## src/rtl/otter_decode_stage.sv

```systemverilog
// OTTER decode stage: registered decode of one RV32 instruction per accept, with a
// valid/ready handshake and interrupt slot insertion. Optional macro OTTER_MDU_EN adds M-extension ALU codes.
module otter_decode_stage #(
    parameter int N_INT = 4,
`ifdef OTTER_MDU_EN
    parameter int ALU_FUN_W = 5,
`else
    parameter int ALU_FUN_W = 4,
`endif
    localparam int CW = (N_INT > 1) ? $clog2(N_INT) : 1
) (
    input  logic                 CLK,
    input  logic                 RST_N,
    input  logic                 in_valid,
    output logic                 in_ready,
    input  logic [31:0]          ir,
    input  logic                 br_eq,
    input  logic                 br_lt,
    input  logic                 br_ltu,
    input  logic [N_INT-1:0]     int_req,
    input  logic                 mie,
    input  logic                 out_ready,
    output logic                 out_valid,
    output logic [ALU_FUN_W-1:0] alu_fun,
    output logic [1:0]           srcA_sel,
    output logic [2:0]           srcB_sel,
    output logic [2:0]           pc_sel,
    output logic [1:0]           rf_sel,
    output logic                 reg_wr,
    output logic                 mem_rd,
    output logic                 mem_we,
    output logic                 illegal,
    output logic                 int_taken,
    output logic [CW-1:0]        int_cause
);

    localparam logic [6:0] OPC_LUI    = 7'b0110111;
    localparam logic [6:0] OPC_AUIPC  = 7'b0010111;
    localparam logic [6:0] OPC_JAL    = 7'b1101111;
    localparam logic [6:0] OPC_JALR   = 7'b1100111;
    localparam logic [6:0] OPC_LOAD   = 7'b0000011;
    localparam logic [6:0] OPC_STORE  = 7'b0100011;
    localparam logic [6:0] OPC_OPIMM  = 7'b0010011;
    localparam logic [6:0] OPC_OP     = 7'b0110011;
    localparam logic [6:0] OPC_BRANCH = 7'b1100011;
    localparam logic [6:0] OPC_SYSTEM = 7'b1110011;

    typedef enum logic {RUN, IN_ISR} isr_state_t;

    isr_state_t state_q, state_d;
    logic [N_INT-1:0] pend_q;

    logic [6:0] opcode;
    logic [2:0] funct3;
    logic [6:0] funct7;
    logic       accept;

    logic [ALU_FUN_W-1:0] d_alu;
    logic [1:0] d_srca;
    logic [2:0] d_srcb;
    logic [2:0] d_pc;
    logic [1:0] d_rf;
    logic       d_reg_wr, d_mem_rd, d_mem_we, d_bad, d_mret;

    logic          win_found;
    logic [CW-1:0] win_idx;
    logic          take_int;
    logic [N_INT-1:0] taken_mask;

    // rs1/rs2/rd and immediate fields are not needed to build control signals.
    logic unused_ir;
    assign unused_ir = ^{ir[24:15], ir[11:7]};

    assign opcode   = ir[6:0];
    assign funct3   = ir[14:12];
    assign funct7   = ir[31:25];
    assign in_ready = !out_valid || out_ready;
    assign accept   = in_valid && in_ready;

    // NOTE: every field gets a default before the case so no path leaves a variable unassigned (no latches).
    always_comb begin
        d_alu    = '0;
        d_srca   = '0;
        d_srcb   = '0;
        d_pc     = '0;
        d_rf     = '0;
        d_reg_wr = 1'b0;
        d_mem_rd = 1'b0;
        d_mem_we = 1'b0;
        d_bad    = 1'b0;
        d_mret   = 1'b0;
        case (opcode)
            OPC_LUI: begin
                d_alu = ALU_FUN_W'(4'd9); d_srca = 2'd1; d_rf = 2'd3; d_reg_wr = 1'b1;
            end
            OPC_AUIPC: begin
                d_srca = 2'd1; d_srcb = 3'd3; d_rf = 2'd3; d_reg_wr = 1'b1;
            end
            OPC_JAL: begin
                d_pc = 3'd3; d_reg_wr = 1'b1;
            end
            OPC_JALR: begin
                d_pc = 3'd1; d_reg_wr = 1'b1;
            end
            OPC_LOAD: begin
                d_srcb = 3'd1; d_rf = 2'd2; d_mem_rd = 1'b1; d_reg_wr = 1'b1;
            end
            OPC_STORE: begin
                d_srcb = 3'd2; d_mem_we = 1'b1;
            end
            OPC_OPIMM: begin
                d_srcb   = 3'd1;
                d_rf     = 2'd3;
                d_reg_wr = 1'b1;
                // Only the shift-right immediate uses ir[30] (SRAI vs SRLI).
                d_alu    = (funct3 == 3'b101) ? ALU_FUN_W'({ir[30], funct3})
                                              : ALU_FUN_W'({1'b0, funct3});
            end
            OPC_OP: begin
                if (funct7 == 7'b0000000 || funct7 == 7'b0100000) begin
                    d_alu = ALU_FUN_W'({ir[30], funct3}); d_rf = 2'd3; d_reg_wr = 1'b1;
                end
`ifdef OTTER_MDU_EN
                else if (funct7 == 7'b0000001) begin
                    d_alu = ALU_FUN_W'({2'b10, funct3}); d_rf = 2'd3; d_reg_wr = 1'b1;
                end
`endif
                else begin
                    d_bad = 1'b1;
                end
            end
            OPC_BRANCH: begin
                case (funct3)
                    3'b000:  d_pc = br_eq   ? 3'd2 : 3'd0;
                    3'b001:  d_pc = !br_eq  ? 3'd2 : 3'd0;
                    3'b100:  d_pc = br_lt   ? 3'd2 : 3'd0;
                    3'b101:  d_pc = !br_lt  ? 3'd2 : 3'd0;
                    3'b110:  d_pc = br_ltu  ? 3'd2 : 3'd0;
                    3'b111:  d_pc = !br_ltu ? 3'd2 : 3'd0;
                    default: d_pc = 3'd0;
                endcase
            end
            OPC_SYSTEM: begin
                d_rf     = 2'd1;
                d_reg_wr = (funct3 != 3'b000);
                case (funct3)
                    3'b000: begin d_pc = 3'd5; d_mret = 1'b1; end
                    3'b001: d_alu = ALU_FUN_W'(4'd9);
                    3'b010: begin d_srcb = 3'd4; d_alu = ALU_FUN_W'(4'd6); end
                    3'b011: begin d_srca = 2'd2; d_srcb = 3'd4; d_alu = ALU_FUN_W'(4'd7); end
                    default: ;
                endcase
            end
            default: d_bad = 1'b1;
        endcase
        if (d_bad) begin
            d_alu    = '1;
            d_srca   = 2'd3;
            d_srcb   = 3'd7;
            d_pc     = 3'd0;
            d_rf     = 2'd3;
            d_reg_wr = 1'b0;
            d_mem_rd = 1'b0;
            d_mem_we = 1'b0;
        end
    end

    // Lowest pending index wins: scan downward so the last hit is the smallest.
    always_comb begin
        win_found = 1'b0;
        win_idx   = '0;
        for (int i = N_INT - 1; i >= 0; i--) begin
            if (pend_q[i]) begin
                win_found = 1'b1;
                win_idx   = CW'(i);
            end
        end
    end

    assign take_int   = accept && (state_q == RUN) && mie && win_found;
    assign taken_mask = take_int ? (N_INT'(1) << win_idx) : '0;

    always_comb begin
        state_d = state_q;
        case (state_q)
            RUN:     if (take_int) state_d = IN_ISR;
            IN_ISR:  if (accept && d_mret) state_d = RUN;
            default: state_d = RUN;
        endcase
    end

    // NOTE: registers use non-blocking assignments so every flop samples pre-edge values.
    always_ff @(posedge CLK or negedge RST_N) begin
        if (!RST_N) begin
            state_q <= RUN;
            pend_q  <= '0;
        end else begin
            state_q <= state_d;
            pend_q  <= (pend_q & ~taken_mask) | int_req;
        end
    end

    // NOTE: every output flop is reset; an in-flight word must vanish when RST_N drops.
    always_ff @(posedge CLK or negedge RST_N) begin
        if (!RST_N) begin
            out_valid <= 1'b0;
            alu_fun   <= '0;
            srcA_sel  <= '0;
            srcB_sel  <= '0;
            pc_sel    <= '0;
            rf_sel    <= '0;
            reg_wr    <= 1'b0;
            mem_rd    <= 1'b0;
            mem_we    <= 1'b0;
            illegal   <= 1'b0;
            int_taken <= 1'b0;
            int_cause <= '0;
        end else if (accept) begin
            out_valid <= 1'b1;
            alu_fun   <= d_alu;
            srcA_sel  <= d_srca;
            srcB_sel  <= d_srcb;
            pc_sel    <= take_int ? 3'd4 : d_pc;
            rf_sel    <= d_rf;
            reg_wr    <= d_reg_wr && !take_int;
            mem_rd    <= d_mem_rd && !take_int;
            mem_we    <= d_mem_we && !take_int;
            illegal   <= d_bad && !take_int;
            int_taken <= take_int;
            int_cause <= take_int ? win_idx : '0;
        end else if (out_ready) begin
            out_valid <= 1'b0;
        end
    end

endmodule

```

## config.mk

```make
export PLATFORM = sky130hd
export DESIGN_NAME = otter_decode_stage
export DESIGN_NICKNAME = d
export VERILOG_FILES = /design/src/rtl/otter_decode_stage.sv
export SDC_FILE = /design/constraint.sdc
export NUM_CORES = 1
export LEC_CHECK = 0
export CELL_PAD_IN_SITES_DETAIL_PLACEMENT = 0
export CELL_PAD_IN_SITES_GLOBAL_PLACEMENT = 2
export CORE_ASPECT_RATIO = 1.5
export CORE_UTILIZATION = 23
export DETAILED_ROUTE_END_ITERATION = 8
export PLACE_DENSITY = 0.77
export SLEW_MARGIN = 40
export SYNTH_ARGS = -nofsm -noshare
export SYNTH_HDL_FRONTEND = slang
export SYNTH_SLANG_ARGS = --single-unit
```

## constraint.sdc

```tcl
create_clock -name CLK -period 1.8 [get_ports CLK]
set_input_delay 0.45 -clock CLK [delete_from_list [all_inputs] [get_ports CLK]]
set_output_delay 0.45 -clock CLK [all_outputs]
set_load 0.05 [all_outputs]
```

==> results.cfg, run 1 <==
[final_layout]
antenna_cells = 0
syn2layout_area_growth_pct = 57.6
final_layout_size_suffix_gt1_share_pct = 34.2
final_util_pct = 37.8
final_nets = 285
design_area_sq_mm = 0.00233

[worst_setup_path]
worstPathArrival_ns = 1.31
critical_path_class = primary input to output pin
startpoint_type = primary input
critPathMaxStageDelay_ns = 0.39
worstPathCellList = clkdlybuf4s50_1 > nand2b_2 > buf_4 > buf_12
critPathSlowestCell = clkdlybuf4s50_1
cp_max_fo = 4
required_ns = 1.35
worst_setup_path_end_kind = output pin

[grt]
grt-ovfl-total = 0
grt_pass1_vias = 1452
grt_max_degree = 28
grtUsageTotal_pct = 13.2
grt_pass1_wl_mm = 6.87
antenna_found_initial = 0

[synthesis]
synth-xor-area-share_pct = 1.18
netlist.area_leader.share_pct = 45.7
synth_nets = 201
synth_common_cells = dfrtp_1, nor2_1, nand2_1, a21oi_1, o21ai_0
ys_seq_area_share_pct = 45.7
synth_simple_gate_area_share_pct = 24.8
synth-edff-count = 0
synth_flop_cell = dfrtp_1
synth_fa_ha_area_share_pct = 0
syn_area_per_cell_sq_um = 9.42
ys_ff_latch = 27
netlist_instances = 157
synth_most_common_cell = dfrtp_1
synth_warnings = 0
async_flop_share_pct = 100
synth_mux_area_share_pct = 0.677
synth_top_cell_by_area = dfrtp_1
ys_top_cells_by_area = dfrtp_1, nor2_1, a21oi_1, o21ai_0, nand2_1
synth_compound_area_share_pct = 22.3
ys_types = 42
syn_area_sq_mm = 0.00148
synth_top_family_by_area = simple AND/OR/NAND/NOR gates

[pwr]
internal_power_w = 0.000976
p_per_area_mw_per_mm2 = 611
power_w = 0.00142
clock_power_share_pct = 24.4
p_sw_share_pct = 31.4
cellLeakagePower_nw = 0.994
power_switching_w = 0.000447
max-vdd-ir-drop_mv = 0.364
seq_power_share_pct = 46.3
combPwrFrac_pct = 29.4

[floorplan]
die_area_sq_mm = 0.00676
floorplan.rows = 35
initial_core_util_pct = 24.0
fp.dieH_microns = 100
io_pins = 67
die_w_microns = 67.5
core_sq_mm = 0.00617

[drt]
drtIter0Drc = 51
vias = 1464
drt-total-wl_mm = 4.14
avgRoutedWirePerCell_microns = 13.2
post-route-drc-count = 0
via_per_inst = 4.66
drt_pass1_iterations = 4
ant_nets = 0

[place]
io_buffers = 51
dp_slack_ns = -0.488
place_hpwl_mm = 3.41
place_congestion = 0.761
postPlaceCellArea_sq_mm = 0.00224

[min_path]
hold_class = flip-flop to flip-flop

[sta]
fin_crit_ns = 1.76
tightest_slew_ns = 0.357
hold_viol = 0
slew_headroom_pct = 76.0
rsz0062_at_grt = false
fin_crit_sh_pct = 98.0
finalSetupViolations = 0
clock_skew_ns = 0.0126
layout_setup_ws_ns = 0.0367
maxSlewViolCount = 0
max_freq_mhz = 567
setup-tns-final_ns = 0

[clocking]
htree_levels = 1
cts_sinks = 27
clkTransAtPathRegs_ns = 0.10
clockBufferDepth = 2
cts_tree = yes
clk_latency_ns = 0.27
numCtsBuffers = 3
cts_root_buf = clkbuf_8
cts_hold_buf = 0

[flow_run]
drv_cap = 0

[run_status]
status = finished clean
[layout make-up]
class,instances,area (sq um)
fillers,663,3840
multi-input cells,118,778
repair buffers,87,721
flip-flops and latches,27,676
well taps,74,92.6
clock buffers,3,41.3
inverters,4,15.0
clock inverters,1,7.51
[cell families (layout without fill, tap and decap cells)]
family | after synthesis | count (layout)
AOI/OAI and AO/OA | 48 | 48
xor gates and xnor gates | 2 | 2
buffers and inverters | 12 | 95
DFF | 27 | 27
muxes | 1 | 1
and+or+nand+nor | 67 | 67
[layout by cell type (no fill, tap or decap), types with 3 or more instances in the layout]
master           synthesis  final
buf_4                    0     58
dfrtp_1                 27     27
clkdlybuf4s50_1          0     17
nor2_1                  17     16
nand2_1                 13     11
a21oi_1                 10     10
o21ai_0                 10      8
dlygate4sd2_1            0      8
a31oi_1                  7      7
nor3_1                   6      5
a21o_1                   4      4
nand2b_1                 6      4
inv_1                    4      4
nand4b_1                 3      3
nand3_1                  4      3
a22o_1                   3      3
a32o_1                   3      3
clkbuf_8                 2      3
[metal layers]
metal / GRT usage (%) / up-vias / part of all wire (%) / routed length (microns)
li1: - / 740 / - / -
met2: 24.8 / 27 / 56 / 2310
met4: 3.44 / 0 / 0.70 / 29
met3: 1.14 / 2 / 3.0 / 125
met5: 0 / - / 0 / 0
met1: 15.2 / 695 / 40 / 1680
[what timing repair did]
| action | in CTS | in global routing |
|---|---|---|
| gates cloned | 0 | 0 |
| endpoints found under the setup margin | 15 | 7 |
| buffers inserted | 2 | 0 |
| pin swaps | 4 | 5 |
| resized for setup | 19 | 10 |
[final timing paths]
check                           startpoint          end  slack (ns)  depth (start not counted)
worst min register to register   int_taken    int_taken        0.49                          1
worst min-delay path             int_taken    int_taken        0.49                          1
max in group asynchronous            RST_N  srcB_sel[0]        0.99                          2
worst max register to register   out_valid      illegal        0.39                          6
worst max-delay path             out_ready     in_ready        0.04                          4
min in group asynchronous            RST_N    int_taken        0.53                          2
[sequential cells by signal (all words and copies together), names as in the netlist]
name,flops
reg_wr,1
mem_rd,1
int_cause,2
state_q,1
mem_we,1
out_valid,1
alu_fun,4
srcA_sel,2
rf_sel,2
pend_q,4
srcB_sel,3
pc_sel,3
int_taken,1
illegal,1
[worst max-delay path: cells and delay by family]
| family | cells | cell delay, ns |
|---|---|---|
| buf+inv | 3 | 0.68 |
| simple gates | 1 | 0.18 |
[power groups by stage]
stage          combinational [W]  sequential (W)  clock (W)
2_1_floorplan           0.000119        0.000765          0
3_3_place_gp            0.000420        0.000671          0
3_5_place_dp            0.000423        0.000672          0
4_1_cts                 0.000420        0.000659   0.000366
5_1_grt                 0.000450        0.000664   0.000380
6_report                0.000418        0.000658   0.000347
[per-stage QoR]
stage | hold slack (ns) | cells
after detailed placement | 0.476 | 308
after global placement | 0.466 | 308
after CTS | 0.501 | 314
after floorplan | 0.154 | 157
after global routing | 0.522 | 314
final | 0.493 | 314
(Power assumes the default switching activity.)
==> run 2: changes to the inputs <==
--- a/config.mk
+++ b/config.mk
@@ -5,7 +5,7 @@
 export SDC_FILE = /design/constraint.sdc
 export NUM_CORES = 1
 export LEC_CHECK = 0
-export CELL_PAD_IN_SITES_DETAIL_PLACEMENT = 0
+export CELL_PAD_IN_SITES_DETAIL_PLACEMENT = 2
 export CELL_PAD_IN_SITES_GLOBAL_PLACEMENT = 2
 export CORE_ASPECT_RATIO = 1.5
 export CORE_UTILIZATION = 23
==> run 2 against run 1 <==
Against the previous run:
- first-iteration DRC count down 41%
- clock power is 1% higher
- total power up 0.92%
==> results.cfg, run 2 (same netlist as run 1, synthesis figures left out) <==
[drt]
drtIter0Drc = 30
drt-total-wl_mm = 5.11
drt_pass1_iterations = 4
via_per_inst = 4.94
ant_nets = 0
post-route-drc-count = 0
avgRoutedWirePerCell_microns = 16.3
vias = 1552

[sta]
tightest_slew_ns = 0.415
fin_crit_sh_pct = 98.7
finalSetupViolations = 0
fin_crit_ns = 1.78
rsz0062_at_grt = true
maxSlewViolCount = 0
clock_skew_ns = 0.0115
slew_headroom_pct = 72.3
max_freq_mhz = 563
hold_viol = 0
setup-tns-final_ns = 0

[final_layout]
final_nets = 285
antenna_cells = 0
final_cell_mix = buf_4, dfrtp_1, nor2_1, clkdlybuf4s50_1, nand2_1
top_regs = alu_fun: 4 flops, pend_q: 4 flops
layout_commonest_cell = buf_4
design_area_sq_mm = 0.00231
syn2layout_area_growth_pct = 56.3
final_layout_size_suffix_gt1_share_pct = 34.6

[worst_setup_path]
startpoint_type = primary input
ff2ff_setup_slack_ns = 0.35
worst_setup_path_end_kind = output pin
worstPathArrival_ns = 1.33
rr_endpoint = mem_rd
required_ns = 1.35
critical_path_class = primary input to output pin
crit_path_end = in_ready
ff2ff_path_depth = 5
crit_start = out_ready
rr_startpoint = pend_q[2]
cp_max_fo = 4

[grt]
grt_max_degree = 28
grtUsageTotal_pct = 16.2
grt_pass1_wl_mm = 8.37
grt-ovfl-total = 0
grt_pass1_vias = 1726
antenna_found_initial = 0

[floorplan]
floorplan.rows = 35
initial_core_util_pct = 24.0
die_w_microns = 67.5
io_pins = 67
fp.dieH_microns = 100
die_area_sq_mm = 0.00676
core_sq_mm = 0.00617

[clocking]
clockBufferDepth = 2
cts_root_buf = clkbuf_8
cts_tree = yes
numCtsBuffers = 3
clk_latency_ns = 0.28
htree_levels = 1
clkTransAtPathRegs_ns = 0.10
cts_sinks = 27

[place]
place_congestion = 0.761
io_buffers = 51
place_hpwl_mm = 4.29
postPlaceCellArea_sq_mm = 0.00224

[min_path]
hold_class = flip-flop to flip-flop
min_from = int_taken

[pwr]
cellLeakagePower_nw = 1.00
p_per_area_mw_per_mm2 = 621
power_w = 0.00144
max-vdd-ir-drop_mv = 0.260

[run_status]
status = finished clean

[flow_run]
drv_cap = 0
[run 2: changes by cell type in the layout (fill, tap and decap cells not counted), moves of 2 or more]
| cell | change |
|---|---|
| dlygate4sd2_1 | -4 |
| dlymetal6s2s_1 | +2 |
| clkdlybuf4s50_1 | -2 |
| clkbuf_2 | +3 |
[run 2: layer usage]
layer  global-route usage, %  vias to the layer above  part of all wire, %
met1                    17.1                      785                   38
met3                    1.48                        2                  2.2
met5                       0                        -                    0
met4                    2.95                        0                 0.57
met2                    32.7                       29                   59
li1                        -                      736                    -
[run 2: worst min-delay path by stage]
stage,cells past startpoint,slack [ns],end
finish,1,0.51,int_taken
detailed placement,1,0.49,int_taken
CTS,1,0.52,int_taken
global placement,1,0.47,int_taken
global route,1,0.53,int_taken
floorplan,0,0.15,alu_fun[0]
[run 2: layout make-up]
type                    count  area, sq um
clock buffers               3         41.3
clock inverters             1         7.51
fillers                   706         3860
inverters                   4         15.0
multi-input cells         118          763
flip-flops and latches     27          676
well taps                  74         92.6
repair buffers             87          716
[run 2: report_power, final]
part / internal [W] / switching [W]
clock network: 0.000157 / 0.000194
registers: 0.000639 / 0.0000212
logic: 0.000179 / 0.000246
total: 0.000975 / 0.000461
[run 2: timing repair]
item                       4_1_cts  5_1_grt
setup endpoints to repair       16       10
cloned                           0        0
gates resized for setup         19       16
hold buffers                     0        0
pin swaps                        5        6
setup buffers                    2        0
[run 2: stage by stage]
| step | worst slack [ns] | instances | hold slack (ns) | util [%] |
|---|---|---|---|---|
| 2_1_floorplan | -0.00702 | 157 | 0.154 | - |
| 3_3_place_gp | -0.476 | 308 | 0.466 | 36.2 |
| 3_5_place_dp | -0.546 | 308 | 0.488 | 36.2 |
| 4_1_cts | 0.00391 | 314 | 0.517 | 37.4 |
| 5_1_grt | -0.00451 | 314 | 0.530 | 37.4 |
| 6_report | 0.0227 | 314 | 0.507 | 37.4 |
[run 2: critical path, stage by stage]
cell             delay, ns
clkdlybuf4s50_1       0.39
nand2b_2              0.18
buf_4                 0.16
buf_12                0.14
==> run 3: changes to the inputs <==
==> constraint.sdc (replaced) <==
create_clock -name CLK -period 1.8 [get_ports CLK]
set_input_delay 0.45 -clock CLK [delete_from_list [all_inputs] [get_ports CLK]]
set_output_delay 0.45 -clock CLK [all_outputs]
set_load 0.02 [all_outputs]
==> run 3 against run 2 <==
Against the previous run:
- register-to-register slack lost 0.09 ns
- clock skew shrank 0.0083 ns
- via count grew 2.6%
- clock power is essentially flat
- global-route usage grew 0.75 points
- wire length grew 6.3%
- non-clock buffer count grew 7
- sequential share of layout area shrank 1.6 points
- final cell count grew 2.2%
- worst setup slack gained 0.0092 ns
- first-iteration DRC count grew 40%
- largest cell class is now buffers
- largest power group unchanged
==> results.cfg, run 3 (same netlist as run 1, synthesis figures left out) <==
[grt]
grt_pass1_wl_mm = 8.73
grt_pass1_vias = 1772
grt-ovfl-total = 0
grtUsageTotal_pct = 17.0
antenna_found_initial = 0
grt_max_degree = 28

[sta]
fin_crit_ns = 1.77
fin_crit_sh_pct = 98.2
finalSetupViolations = 0
slew_headroom_pct = 66.0
hold_viol = 0
tightest_slew_ns = 0.506
clock_skew_ns = 0.00315
maxSlewViolCount = 0
max_freq_mhz = 566

[final_layout]
design_area_sq_mm = 0.00244
syn2layout_area_growth_pct = 65.1
fill_cells = 679
top_regs = alu_fun: 4 flops, pend_q: 4 flops
final_cell_mix = buf_4, clkdlybuf4s50_1, dfrtp_1, nor2_1, nand2_1
layout_commonest_cell = buf_4
fin_cells = 321
final_layout_size_suffix_gt1_share_pct = 27.5
final_util_pct = 39.6
final_nets = 292
antenna_cells = 0

[place]
io_buffers = 51
place_congestion = 0.793
placedCellCount = 313
postPlaceCellArea_sq_mm = 0.00232
place_hpwl_mm = 3.98

[drt]
vias = 1593
ant_nets = 0
drt-total-wl_mm = 5.44
post-route-drc-count = 0
avgRoutedWirePerCell_microns = 16.9
via_per_inst = 4.96
drtIter0Drc = 42
drt_pass1_iterations = 3

[floorplan]
fp.dieH_microns = 100
floorplan.rows = 35
core_sq_mm = 0.00617
initial_core_util_pct = 24.0
die_area_sq_mm = 0.00676
die_w_microns = 67.5
io_pins = 67

[clocking]
clkTransAtPathRegs_ns = 0.10
cts_hold_buf = 0
clk_latency_ns = 0.28
numCtsBuffers = 3
htree_levels = 1
cts_root_buf = clkbuf_8
clockBufferDepth = 2
cts_tree = yes
cts_sinks = 27

[flow_run]
drv_cap = 0

[worst_setup_path]
required_ns = 1.98
startpoint_type = primary input
worstPathCellList = clkdlybuf4s50_1 > nand2b_1 > nand4b_1 > nor2_2 > nor2_1 > buf_4 > a32o_1
critPathMaxStageDelay_ns = 0.44
critPathSlowestCell = clkdlybuf4s50_1
worst_setup_path_end_kind = flip-flop
cp_max_fo = 6
critical_path_class = primary input to flip-flop
worstPathArrival_ns = 1.94

[pwr]
cellLeakagePower_nw = 1.00
max-vdd-ir-drop_mv = 0.288
p_per_area_mw_per_mm2 = 570

[run_status]
status = finished clean

[min_path]
hold_class = flip-flop to flip-flop
run 3: worst max-delay path: cells and delay by family:
kind	cells	cell delay (ns)
AO/OA/AOI/OAI	1	0.24
AND/OR/NAND/NOR	4	0.66
buffers and inverters	2	0.60
run 3: power breakdown:
group          switching (W)  internal [W]  total (W)
sequential         0.0000220      0.000639   0.000661
clock               0.000199      0.000156   0.000354
combinational       0.000184      0.000192   0.000376
run 3: worst paths after layout:
check / from / to / slack, ns / cells after the start
worst max-delay path: out_ready / mem_rd / 0.03 / 7
worst min-delay path: int_taken / int_taken / 0.50 / 1
worst max register to register: pend_q[1] / mem_rd / 0.26 / 5
worst min register to register: int_taken / int_taken / 0.50 / 1
max in group asynchronous: RST_N / pc_sel[0] / 0.99 / 2
min in group asynchronous: RST_N / srcA_sel[1] / 0.54 / 2
run 3: area by class of cell:
cell class | instances | area [sq um] | share of cell area (%)
Clock inverter | 1 | 5.00 | 0.205
Clock buffer | 3 | 41.3 | 1.69
Timing Repair Buffer | 94 | 825 | 33.8
Multi-Input combinational cell | 118 | 788 | 32.3
Inverter | 4 | 15.0 | 0.615
Tap cell | 74 | 92.6 | 3.79
Sequential cell | 27 | 676 | 27.7
run 3: timing repair:
action / in CTS / in global routing
pin swaps: 5 / 6
buffers inserted: 2 / 2
gates resized for setup: 24 / 12
endpoints found under the setup margin: 17 / 13
run 3: layer usage:
layer  track usage (%)  part of all wire (%)  wire, microns
met4              7.20                   2.3            123
met1              19.5                    39           2120
met5                 0                     0              0
met3              1.82                   2.3            126
met2              30.5                    56           3070
run 3: stage by stage:
stage / setup slack [ns] / setup TNS (ns) / hold WS (ns) / power, W
5_1_grt: -0.0712 / -0.251 / 0.533 / 0.00146
4_1_cts: 0.0127 / 0 / 0.505 / 0.00139
6_report: 0.0319 / 0 / 0.496 / 0.00139
3_5_place_dp: -0.546 / -9.28 / 0.482 / 0.00104
2_1_floorplan: -0.00702 / -0.00702 / 0.154 / 0.000817
3_3_place_gp: -0.482 / -7.78 / 0.466 / 0.00103
